[src/rtl/reg_packer_if.sv]
// Byte-in / word-out handshake bundle for reg_packer.
// master = byte source and word sink side; slave = the packer itself.
interface reg_packer_if;
  logic        write;
  logic [7:0]  byte_in;
  logic        byte_ready;
  logic [31:0] word_out;
  logic        word_valid;
  logic        word_ready;

  modport master (
    output write, byte_in, word_ready,
    input  byte_ready, word_out, word_valid
  );

  modport slave (
    input  write, byte_in, word_ready,
    output byte_ready, word_out, word_valid
  );
endinterface

[src/rtl/reg_packer.sv]
// Byte-to-word assembler: four bytes MSB-first into a 32-bit word on a valid/ready output.
// Optional partial-word idle timeout is enabled by defining REG_PACKER_TIMEOUT_EN.
module reg_packer #(
  parameter int unsigned TIMEOUT_CYCLES = 1024
) (
  input  logic           clk,
  input  logic           rst,
  reg_packer_if.slave    bus,
  input  logic           flush,
  output logic [1:0]     byte_cnt,
  output logic           overrun,
  input  logic           clear_ovr,
  output logic           timeout
);

  if (TIMEOUT_CYCLES < 2) begin : g_param_chk
    $error("reg_packer: TIMEOUT_CYCLES must be >= 2");
  end

  logic [1:0]  cnt_q, cnt_d, cnt_base;
  logic [31:0] part_q, part_d, part_base;
  logic [31:0] wo_q, wo_d;
  logic        wv_q, wv_d;
  logic        ovr_q, ovr_d;
  logic        acc, complete;

  // Only the completing byte can stall, and only while the old word is still held off.
  assign bus.byte_ready = !(cnt_q == 2'd3 && wv_q && !bus.word_ready) && !rst;
  assign acc            = bus.write && bus.byte_ready;

`ifdef REG_PACKER_TIMEOUT_EN
  localparam int unsigned IDLE_W = (TIMEOUT_CYCLES > 2) ? $clog2(TIMEOUT_CYCLES) : 1;
  localparam logic [IDLE_W-1:0] IDLE_MAX = IDLE_W'(TIMEOUT_CYCLES - 1);
  logic [IDLE_W-1:0] idle_q, idle_d;
  logic              to_q, to_d;
`endif

  always_comb begin
    // Flush is applied first so a same-cycle byte lands as byte 0.
    cnt_base  = flush ? 2'd0 : cnt_q;
    part_base = flush ? 32'd0 : part_q;
    cnt_d     = cnt_base;
    part_d    = part_base;
    wo_d      = wo_q;
    wv_d      = wv_q;
    ovr_d     = ovr_q;
    complete  = 1'b0;

    if (acc) begin
      if (cnt_base == 2'd3) begin
        complete = 1'b1;
        wo_d     = {part_base[31:8], bus.byte_in};
        cnt_d    = 2'd0;
        part_d   = 32'd0;
      end else begin
        cnt_d = cnt_base + 2'd1;
        case (cnt_base)
          2'd0:    part_d[31:24] = bus.byte_in;
          2'd1:    part_d[23:16] = bus.byte_in;
          default: part_d[15:8]  = bus.byte_in;
        endcase
      end
    end

    if (complete)                      wv_d = 1'b1;
    else if (wv_q && bus.word_ready)   wv_d = 1'b0;

    // Set beats clear when both happen together.
    if (clear_ovr)                         ovr_d = 1'b0;
    if (bus.write && !bus.byte_ready)      ovr_d = 1'b1;

`ifdef REG_PACKER_TIMEOUT_EN
    to_d   = 1'b0;
    idle_d = idle_q;
    if (acc || flush || cnt_q == 2'd0) begin
      idle_d = '0;
    end else if (idle_q == IDLE_MAX) begin
      cnt_d  = 2'd0;
      part_d = 32'd0;
      to_d   = 1'b1;
      idle_d = '0;
    end else begin
      idle_d = idle_q + 1'b1;
    end
`endif
  end

  always_ff @(posedge clk) begin
    if (rst) begin
      cnt_q  <= 2'd0;
      part_q <= 32'd0;
      wo_q   <= 32'd0;
      wv_q   <= 1'b0;
      ovr_q  <= 1'b0;
`ifdef REG_PACKER_TIMEOUT_EN
      idle_q <= '0;
      to_q   <= 1'b0;
`endif
    end else begin
      cnt_q  <= cnt_d;
      part_q <= part_d;
      wo_q   <= wo_d;
      wv_q   <= wv_d;
      ovr_q  <= ovr_d;
`ifdef REG_PACKER_TIMEOUT_EN
      idle_q <= idle_d;
      to_q   <= to_d;
`endif
    end
  end

  assign bus.word_out   = wo_q;
  assign bus.word_valid = wv_q;
  assign byte_cnt       = cnt_q;
  assign overrun        = ovr_q;
`ifdef REG_PACKER_TIMEOUT_EN
  assign timeout        = to_q;
`else
  assign timeout        = 1'b0;
`endif

endmodule

[src/flat_wrapper.sv]
// flat-port wrapper written by rule: the top's interface ports become plain ports
module reg_packer_flat 
#(
  parameter int unsigned TIMEOUT_CYCLES = 1024
)
  (clk, rst, flush, byte_cnt, overrun, clear_ovr, timeout, bus_write, bus_byte_in, bus_word_ready, bus_byte_ready, bus_word_out, bus_word_valid);
  reg_packer_if bus_i ();
  input  logic clk;
  input  logic rst;
  input  logic flush;
  output logic [1:0] byte_cnt;
  output logic overrun;
  input  logic clear_ovr;
  output logic timeout;
  input wire logic [$bits(bus_i.write)-1:0] bus_write;
  input wire logic [$bits(bus_i.byte_in)-1:0] bus_byte_in;
  input wire logic [$bits(bus_i.word_ready)-1:0] bus_word_ready;
  output wire logic [$bits(bus_i.byte_ready)-1:0] bus_byte_ready;
  output wire logic [$bits(bus_i.word_out)-1:0] bus_word_out;
  output wire logic [$bits(bus_i.word_valid)-1:0] bus_word_valid;
  assign bus_i.write = bus_write;
  assign bus_i.byte_in = bus_byte_in;
  assign bus_i.word_ready = bus_word_ready;
  assign bus_byte_ready = bus_i.byte_ready;
  assign bus_word_out = bus_i.word_out;
  assign bus_word_valid = bus_i.word_valid;
  reg_packer #(.TIMEOUT_CYCLES(TIMEOUT_CYCLES)) u_core (.clk(clk), .rst(rst), .bus(bus_i), .flush(flush), .byte_cnt(byte_cnt), .overrun(overrun), .clear_ovr(clear_ovr), .timeout(timeout));
endmodule
[config.mk]
export PLATFORM = sky130hd
export DESIGN_NAME = reg_packer_flat
export DESIGN_NICKNAME = d
export VERILOG_FILES = /design/src/rtl/reg_packer_if.sv /design/src/rtl/reg_packer.sv /design/src/flat_wrapper.sv
export SDC_FILE = /design/constraint.sdc
export NUM_CORES = 1
export LEC_CHECK = 0
export ABC_CLOCK_PERIOD_IN_PS = 5100
export CAP_MARGIN = 20
export CORE_MARGIN = 3
export CORE_UTILIZATION = 56
export CTS_BUF_LIST = sky130_fd_sc_hd__clkbuf_4 sky130_fd_sc_hd__clkbuf_8
export CTS_CLUSTER_SIZE = 14
export DETAILED_ROUTE_END_ITERATION = 10
export PLACE_DENSITY_LB_ADDON = 0.3
export SKIP_LAST_GASP = 1
export SLEW_MARGIN = 0
export SYNTH_ARGS = -nofsm -noshare
export SYNTH_HDL_FRONTEND = slang
export SYNTH_SLANG_ARGS = --single-unit
[constraint.sdc]
create_clock -name clk -period 5.1 [get_ports clk]
set_input_delay 1.02 -clock clk [delete_from_list [all_inputs] [get_ports clk]]
set_output_delay 1.02 -clock clk [all_outputs]
set_load 0.1 [all_outputs]
==> summary.md <==
| Metric | Value |
|---|---|
| Run status | completed |
| RSZ-0062 raised after global routing | false |
| Clock Sinks | 60 |
| Commonest register cell after synthesis | dfxtp_1 |
| Die W | 71.5 um |
| Post-CTS sizing | 0 |
| Most frequent cells in the layout | 60 x dfxtp_1, 49 x clkdlybuf4s50_1, 31 x o211ai_1 |
| Effective utilization at floorplan | 59.2% |
| Yosys cell types | 37 |
| CP max-delay cell | clkdlybuf4s50_1 |
| Critical Path AT | 2.39 ns |
| Register area share after synthesis | 50.0% |
| Fin. Hold Viols | 0 |
| Hold buffer count at CTS | 0 |
| Req. time, crit path | 4.08 ns |
| Syn nets | 260 |
| CP Buf/Inv Count | 3 |
| Vias per cell | just over 6 |
| DIE AREA | 0.00511 mm^2 |
| Worst-Margin Slew | 0.988 ns |
| Worst hold path class | reg -> reg |
| Worst-path clk slew | around 0.070 ns |
| Mapped Cells | 243 |
| Dpl hpwl | 3650 um |
| Largest net degree at the start of global routing | 44 |
| CTS tree | built |
| MaxCap Viol Count | 0 |
| Post-CTS Setup Inserts | 0 |
| Height of the die | roughly 71 um |
| Vias in the first global route | 1995 |
| Pleak | 0.00109 uW |
| Crit path max fanout | 36 |
| Crit path cell chain | clkdlybuf4s50_1 > and4b_1 > buf_4 > nor2_1 > buf_4 |
| Tmin final | roughly 3.4 ns |
| Vias | 2056 |
| Clock Path Buffers | 2 |
| Core area | 0.00406 mm^2 |
| Fmax | 293 MHz |
| CP Class | in -> out |
| Clk_lat worst skew | between 0.3 and 0.4 ns |
| First-pass GRT wire length | 9580 um |
| Layout cells sized above 1 | 11.8% |
| Setup tns final | 0 ns |
| Most common cell after layout, fill and taps aside | dfxtp_1 |
| Relative slew slack | about a third |
| Number of CTS-inserted buffers | 9 |
| Multi-input logic area | between 0.001 and 0.0015 mm^2 |
| # rows | 23 |
| Fin crit share | 66.8% |
| CP peak stage delay | 0.42 ns |
| Nets | 301 |
| Routed WL | 5770 um |
| Tot GR Track Use | between 20% and 30% |
| Diodes inserted | 0 |
| P per Cell Area | about 300 mW/mm^2 |
| I/O Pins | 52 |
| Filler instances | 307 |
| Initial antenna violation count | 0 |
| Placer congestion estimate | about 0.78 |
| Mapped Avg Cell Area | 9.88 um^2 |
| Wirelength per Cell | between 15 and 20 um |
| CP Launch Type | input pin |
| Slew Viols, Final | 0 |
| Final Total Pwr | roughly 900 uW |
| DRT iter0 DRCs | 108 |
| Final setup fails | 0 |
| Yosys reg bits | 60 |
| Reg2Reg Depth | 6 |
| I/O Buffers | 50 |
| Crit-path leading delay family | buffers and inverters |
| Number of cells on the critical path | 5 |
| Area growth syn-to-layout | 27.2% |
| Hold path depth | 2 |
| Post-DRT Antenna Nets | 0 |
| CTS H-tree lvls | 3 |
| Final Non-Filler Cells | 339 |
| FF+latch area | 0.00120 mm^2 |
| DRC | 0 |
| CP Capture Type | output pin |
| Worst Skew | 0.00772 ns |
| Drt pass-1 iters | 4 |
| Placed Cells | around 320 |
| Worst vdd ir | about 240 uV |
| Async S/R FF share, synth | 0% |
| GRT overflow | 0 |
| Root Buffer | clkbuf_8 |
| Synth Warn # | 0 |
| Synth Cell Area | 0.00240 mm^2 |
| Worst path most repeated cell | buf_4 |
| Post-synth EDFFs | 0 |
sequential cells by signal, indices dropped and copies added (netlist names):
name and count:
u_core.bus.word_valid 1, u_core.byte_cnt 2, u_core.bus.word_out 32, u_core.part_q 24, u_core.overrun 1
Yosys cell counts (all sizes together), types with 3 or more instances:
| cell type | instances | area (um^2) |
|---|---|---|
| ha | 3 | 37.5 |
| a31o | 8 | 70.1 |
| nor2 | 6 | 22.5 |
| dfxtp | 60 | 1200 |
| a21oi | 4 | 20.0 |
| o21ai | 25 | 125 |
| nand2b | 4 | 32.5 |
| buf | 7 | 50.1 |
| nand3 | 5 | 25.0 |
| and3 | 8 | 50.1 |
| nand2 | 26 | 100 |
| nand4 | 3 | 18.8 |
| a22o | 8 | 70.1 |
| inv | 3 | 11.3 |
| o211ai | 31 | 233 |
| clkbuf | 15 | 57.6 |
| a32o | 12 | 120 |
| nor4b | 3 | 47.5 |
worst min-delay path: cells and delay by family, from the launching register on:
kind	cells	cell delay, ns
flops	1	0.31
simple gates	1	0.05
compound gates	1	0.06
per-layer routing:
layer  GRT usage [%]  share of wire [%]  up-vias
li1                -                  -     1001
met1            30.2                 43      980
met2            38.8                 50       65
met3            8.27                5.4       10
met4            7.93                1.7        0
met5               0                  0        -
logic make-up (layout without fill, tap and decap cells):
| group | count (synthesis) | in the layout | synth area share, % |
|---|---|---|---|
| flip-flops | 60 | 60 | 50.0 |
| AND/OR/NAND/NOR | 62 | 62 | 15.4 |
| adder cells (fa/ha/maj) | 3 | 3 | 1.56 |
| AO/OA/AOI/OAI | 92 | 92 | 27.9 |
| other | 1 | 1 | 0.156 |
| buffers and inverters | 25 | 71 | 4.95 |
layout make-up:
cell class                      instances  share of cell area [%]
Multi-Input combinational cell        158                    35.5
Timing Repair Buffer                   52                    16.8
Inverter                                3                   0.369
Tap cell                               50                    2.05
Clock inverter                          4                   0.778
Sequential cell                        60                    39.3
Clock buffer                           12                    5.20
power by group:
part	switching [uW]	internal, uW	total [uW]
logic	39.1	20.1	59.2
registers	3.44	474	478
clock network	183	206	389
total	225	701	926
path summary, 6_finish.rpt:
kind	from	end	slack (ns)
worst max-delay path	bus_word_ready	bus_byte_ready	1.69
worst min-delay path	u_core.part_q[18]	u_core.bus.word_out[18]	0.46
worst max register to register	u_core.byte_cnt[1]	u_core.bus.word_out[31]	2.55
worst min register to register	u_core.part_q[18]	u_core.bus.word_out[18]	0.46
through the flow:
step | setup slack, ns | hold slack [ns] | utilization (%) | cell area [um^2]
after floorplan | 1.28 | 0.436 | - | 2400
after global placement | 1.49 | 0.444 | 70.8 | 2870
after detailed placement | 1.43 | 0.454 | 70.8 | 2870
after CTS | 1.70 | 0.463 | 75.3 | 3050
after global routing | 1.49 | 0.472 | 75.3 | 3050
final | 1.69 | 0.460 | 75.3 | 3050
Note: power is estimated with default switching activity, not from simulation.
